### config.mk
export PLATFORM = sky130hd
export DESIGN_NAME = serial_subtractor_flat
export DESIGN_NICKNAME = d
export VERILOG_FILES = /design/src/rtl/serial_subtractor_if.sv /design/src/rtl/serial_subtractor.sv /design/src/flat_wrapper.sv
export SDC_FILE = /design/constraint.sdc
export NUM_CORES = 1
export LEC_CHECK = 0
export ABC_CLOCK_PERIOD_IN_PS = 2200
export CAP_MARGIN = 10
export CELL_PAD_IN_SITES_DETAIL_PLACEMENT = 0
export CELL_PAD_IN_SITES_GLOBAL_PLACEMENT = 1
export CORE_ASPECT_RATIO = 1.4
export CORE_UTILIZATION = 40
export CTS_CLUSTER_DIAMETER = 60
export DETAILED_ROUTE_END_ITERATION = 12
export PLACE_DENSITY = 0.74
export RECOVER_POWER = 50
export SLEW_MARGIN = 20
export SYNTH_ARGS = -nofsm -noshare
export SYNTH_HDL_FRONTEND = slang
export SYNTH_SLANG_ARGS = --single-unit
### constraint.sdc
create_clock -name clk -period 2.2 [get_ports clk]
set_input_delay 0.44 -clock clk [delete_from_list [all_inputs] [get_ports clk]]
set_output_delay 0.44 -clock clk [all_outputs]
set_load 0.01 [all_outputs]
### src/rtl/serial_subtractor_if.sv
// Start/busy/done handshake plus operand and result bundle for serial_subtractor.
interface serial_subtractor_if #(
  parameter int WIDTH = 8
);
  logic             start;
  logic [WIDTH-1:0] a;
  logic [WIDTH-1:0] b;
  logic             bin;
  logic             busy;
  logic             done;
  logic [WIDTH-1:0] diff;
  logic             bout;
  logic             ovf;
  logic             zero;

  modport master (
    output start, a, b, bin,
    input  busy, done, diff, bout, ovf, zero
  );

  modport slave (
    input  start, a, b, bin,
    output busy, done, diff, bout, ovf, zero
  );
endinterface

### src/rtl/serial_subtractor.sv
// Multi-cycle a - b - bin, STEP bits per cycle LSB first, with borrow/overflow/zero flags.
module serial_subtractor #(
  parameter int WIDTH = 8,
  parameter int STEP  = 1
) (
  input  logic               clk,
  input  logic               rst_n,
  serial_subtractor_if.slave bus
);
  localparam int N  = WIDTH / STEP;
  localparam int CW = (N > 1) ? $clog2(N) : 1;

  generate
    if (WIDTH < 1 || STEP < 1 || (WIDTH % STEP) != 0) begin : g_badParams
      $error("serial_subtractor: STEP must be at least 1 and divide WIDTH");
    end
  endgenerate

  typedef enum logic [1:0] {S_IDLE, S_RUN, S_DONE} state_t;

  state_t           r_state;
  state_t           w_stateNext;
  logic             w_accept;
  logic             w_lastChunk;
  logic [WIDTH-1:0] r_a;
  logic [WIDTH-1:0] r_b;
  logic [WIDTH-1:0] r_shift;
  logic [WIDTH-1:0] r_diff;
  logic             r_borrow;
  logic             r_bout;
  logic             r_ovf;
  logic             r_zero;
  logic [CW-1:0]    r_cnt;
  logic [STEP:0]    w_ripple;
  logic [STEP-1:0]  w_chunkDiff;
  logic [WIDTH-1:0] w_shiftNext;

  assign w_lastChunk = (r_state == S_RUN) && (r_cnt == CW'(N - 1));

  always_ff @(posedge clk or negedge rst_n) begin
    if (!rst_n) begin
      r_state <= S_IDLE;
    end else begin
      r_state <= w_stateNext;
    end
  end

  always_comb begin
    w_stateNext = r_state;
    w_accept    = 1'b0;
    case (r_state)
      S_IDLE: begin
        if (bus.start) begin
          w_accept    = 1'b1;
          w_stateNext = S_RUN;
        end
      end
      S_RUN: begin
        if (w_lastChunk) begin
          w_stateNext = S_DONE;
        end
      end
      S_DONE: begin
        if (bus.start) begin
          w_accept    = 1'b1;
          w_stateNext = S_RUN;
        end else begin
          w_stateNext = S_IDLE;
        end
      end
      default: w_stateNext = S_IDLE;
    endcase
  end

  // Ripple of STEP full-subtractor cells; w_ripple[i] is the borrow into bit i of the chunk.
  always_comb begin
    w_ripple    = '0;
    w_chunkDiff = '0;
    w_ripple[0] = r_borrow;
    for (int i = 0; i < STEP; i++) begin
      w_chunkDiff[i] = r_a[i] ^ r_b[i] ^ w_ripple[i];
      w_ripple[i+1]  = (~r_a[i] & r_b[i]) | (~(r_a[i] ^ r_b[i]) & w_ripple[i]);
    end
  end

  assign w_shiftNext = (r_shift >> STEP) | (WIDTH'(w_chunkDiff) << (WIDTH - STEP));

  always_ff @(posedge clk or negedge rst_n) begin
    if (!rst_n) begin
      r_a      <= '0;
      r_b      <= '0;
      r_shift  <= '0;
      r_borrow <= 1'b0;
      r_cnt    <= '0;
      r_diff   <= '0;
      r_bout   <= 1'b0;
      r_ovf    <= 1'b0;
      r_zero   <= 1'b0;
    end else begin
      if (w_accept) begin
        r_a      <= bus.a;
        r_b      <= bus.b;
        r_borrow <= bus.bin;
        r_cnt    <= '0;
        r_shift  <= '0;
      end else if (r_state == S_RUN) begin
        r_a      <= r_a >> STEP;
        r_b      <= r_b >> STEP;
        r_borrow <= w_ripple[STEP];
        r_shift  <= w_shiftNext;
        r_cnt    <= r_cnt + 1'b1;
      end
      // The last chunk holds the MSB, so its ripple gives both borrows needed for ovf.
      if (w_lastChunk) begin
        r_diff <= w_shiftNext;
        r_bout <= w_ripple[STEP];
        r_ovf  <= w_ripple[STEP-1] ^ w_ripple[STEP];
        r_zero <= (w_shiftNext == '0);
      end
    end
  end

  assign bus.busy = (r_state == S_RUN);
  assign bus.done = (r_state == S_DONE);
  assign bus.diff = r_diff;
  assign bus.bout = r_bout;
  assign bus.ovf  = r_ovf;
  assign bus.zero = r_zero;
endmodule

### src/flat_wrapper.sv
// flat-port wrapper written by rule: the top's interface ports become plain ports
module serial_subtractor_flat 
#(
  parameter int WIDTH = 8,
  parameter int STEP  = 1
)
  (clk, rst_n, bus_start, bus_a, bus_b, bus_bin, bus_busy, bus_done, bus_diff, bus_bout, bus_ovf, bus_zero);
  serial_subtractor_if #(.WIDTH(WIDTH)) bus_i ();
  input  logic clk;
  input  logic rst_n;
  input wire logic [$bits(bus_i.start)-1:0] bus_start;
  input wire logic [$bits(bus_i.a)-1:0] bus_a;
  input wire logic [$bits(bus_i.b)-1:0] bus_b;
  input wire logic [$bits(bus_i.bin)-1:0] bus_bin;
  output wire logic [$bits(bus_i.busy)-1:0] bus_busy;
  output wire logic [$bits(bus_i.done)-1:0] bus_done;
  output wire logic [$bits(bus_i.diff)-1:0] bus_diff;
  output wire logic [$bits(bus_i.bout)-1:0] bus_bout;
  output wire logic [$bits(bus_i.ovf)-1:0] bus_ovf;
  output wire logic [$bits(bus_i.zero)-1:0] bus_zero;
  assign bus_i.start = bus_start;
  assign bus_i.a = bus_a;
  assign bus_i.b = bus_b;
  assign bus_i.bin = bus_bin;
  assign bus_busy = bus_i.busy;
  assign bus_done = bus_i.done;
  assign bus_diff = bus_i.diff;
  assign bus_bout = bus_i.bout;
  assign bus_ovf = bus_i.ovf;
  assign bus_zero = bus_i.zero;
  serial_subtractor #(.WIDTH(WIDTH), .STEP(STEP)) u_core (.clk(clk), .rst_n(rst_n), .bus(bus_i));
endmodule
==> metrics.txt <==
Routed WL per cell 14.9 um; H-tree depth 2; Pins Over Slew Limit 0; Std-Cell Rows 27; Rel. slew slack 18.4%; Setup crit start u_core.r_state[1]; Mapped Area ~1700 um^2; Congestion Overflow GR 0; Clock Path Buffers 2; YS warnings 0; type of origin of the critical path flip-flop; Vias 1113; core region area 3990 um^2; share of cells above drive strength 1 roughly 13%; Initial Util 42.2%; RSZ-0062 raised after global routing false; port bufs 32; die height ~79 um; skew final 0.00387 ns; most common cell after layout, fill and taps aside dfrtp_1; post-synthesis sequential area ratio 59.5%; Final TNS setup 0 ns; Least-Margin Pin Slew between 1 and 1.5 ns; r2r startpoint u_core.r_cnt[0]; Post-CTS Hold Fix Bufs 0; Max FO, Critical Path 6; I/O pin total 33; Pre-antenna DRT Iters 10; Final period util 95.1%; Fmax achieved 0.478 GHz; critical path data arrival time 1.65 ns; final WL between 3 and 4 mm; number of global-route vias before repair 1088; worst-skew pair later-pin latency 0.29 ns; total area of sequential cells 1000 um^2; Synth cell types 26; die area 4470 um^2; crit path to bus_busy; Die X around 57 um; post-route insts no fill 206; Post-CTS Resized 0; Hold WS between 0.3 and 0.4 ns; largest net degree at the start of global routing 26; Final Hold Viols 0; WS Path Type reg2out; R2R Setup Slk 0.42 ns; GRT Total Usage 15.7%; Static Leakage around 0.0010 uW; Filler cells around 370; worst vdd ir 0.489 mV; CTS tree yes; Synth Instances 128; first-pass GRT wire length 5.30 mm; Post-CTS Setup Inserts 0; status complete, but fails checks; 1st-iter DRT viols 24; Num Clock Sinks 40; ANT nets after route 0; DR vias/cell 5.40; Max-Cap Viols 0; syn nets 151; critical path capture point type primary output; Period minus WS final ~2.1 ns; Area growth, synth to finish 25.3%; worst min path class in2async; antenna violations before repair 0; Worst EP required 1.76 ns; area of the multi-input gates just under 600 um^2; failing checks DRC; final setup violation count 0; Crit Reg-Reg Endpoint u_core.bus.diff[5]; flop and latch count out of synthesis 40; detailed placement HPWL 2.19 mm; Nets 185; CTS root buffer clkbuf_8; Power Dens Cells between 1000 and 1500 nW/um^2; n_diodes 0; clock slew at reported path FFs 0.08 ns; cts bufs inserted 5; most frequent cells in the layout dfrtp_1 (40), clkdlybuf4s50_1 (30), a22o_1 (18); gpl congestion about 0.70; r2r worst-path depth 4; DRC errors left 5; Placed Instances 198; Mean Syn Cell Area 13.1 um^2
## through the flow
step	setup slack (ns)	power (uW)	utilization (%)	instance area, um^2
final	0.107	3070	52.9	2110
after global routing	0.0300	3290	52.9	2110
after CTS	0.0800	3110	53.2	2120
after detailed placement	0.229	2610	50.8	2030
after global placement	0.254	2560	50.8	2030
after floorplan	0.662	2190	-	1680
## registers in the layout, indices dropped and copies added, names as in the netlist, 2 cells and up
name,cells
u_core.r_cnt,3
u_core.r_shift,7
u_core.r_state,2
u_core.r_b,8
u_core.r_a,8
u_core.bus.diff,8
## layer usage
| metal | vias to the layer above | global-route usage, % | part of all wire (%) |
|---|---|---|---|
| li1 | 522 | - | - |
| met1 | 550 | 20.2 | 43 |
| met2 | 36 | 25.5 | 51 |
| met3 | 5 | 3.91 | 4.7 |
| met4 | 0 | 5.85 | 1.6 |
| met5 | - | 0 | 0 |
## how the worst min path moves through the flow
stage,start,to,slack (ns),cells after the start
global placement,rst_n,u_core.bus.diff[4],0.43,1
global route,u_core.r_a[1],u_core.r_a[1],0.50,1
floorplan,rst_n,u_core.bus.bout,0.14,0
detailed placement,rst_n,u_core.bus.diff[4],0.45,1
CTS,rst_n,u_core.bus.diff[4],0.13,1
finish,rst_n,u_core.r_shift[4],0.39,1
## worst max-delay path, cell delays in order, from the launching register on
cell and delay [ns]:
dfrtp_1 0.39, nand2b_1 0.32, inv_6 0.13, clkdlybuf4s50_1 0.54
## cell families (layout without fill, tap and decap cells)
logic type | after synthesis | in the layout | synth area share, %
simple gates | 19 | 19 | 5.73
buf+inv | 13 | 48 | 5.13
compound gates | 37 | 37 | 16.8
fa+ha+maj | 3 | 3 | 2.68
flops | 40 | 40 | 59.5
mux | 15 | 15 | 9.60
xor+xnor | 1 | 1 | 0.521
## synthesized netlist by cell type
cell / number / share of area (%)
a21o_1: 7 / 3.1
a221o_1: 2 / 1.2
a22o_1: 18 / 9.4
and2b_1: 1 / 0.45
buf_2: 5 / 1.5
buf_4: 1 / 0.45
buf_6: 3 / 2.0
dfrtp_1: 40 / 60
fa_1: 1 / 1.2
ha_1: 2 / 1.5
inv_1: 3 / 0.67
inv_6: 1 / 0.52
mux2_2: 9 / 6.0
mux2i_1: 6 / 3.6
nand2_1: 10 / 2.2
nand2b_1: 1 / 0.37
nand3b_2: 1 / 0.67
nor2_1: 1 / 0.22
nor2_2: 1 / 0.37
nor2b_1: 1 / 0.37
nor3_1: 1 / 0.30
nor4_1: 2 / 0.74
o21ai_0: 6 / 1.8
o21ai_1: 3 / 0.89
o21bai_1: 1 / 0.45
xor2_1: 1 / 0.52
## power by group
part	switching (uW)	internal (uW)
clock	248	250
sequential	219	1070
combinational	566	712
## final cells by class
class / count / area share, %
Multi-Input combinational cell: 75 / 28.0
Clock inverter: 2 / 0.475
Tap cell: 43 / 2.55
Clock buffer: 6 / 3.92
Inverter: 4 / 0.950
Sequential cell: 40 / 47.5
Timing Repair Buffer: 36 / 16.6
No activity file was read; power rests on OpenSTA's default activity.
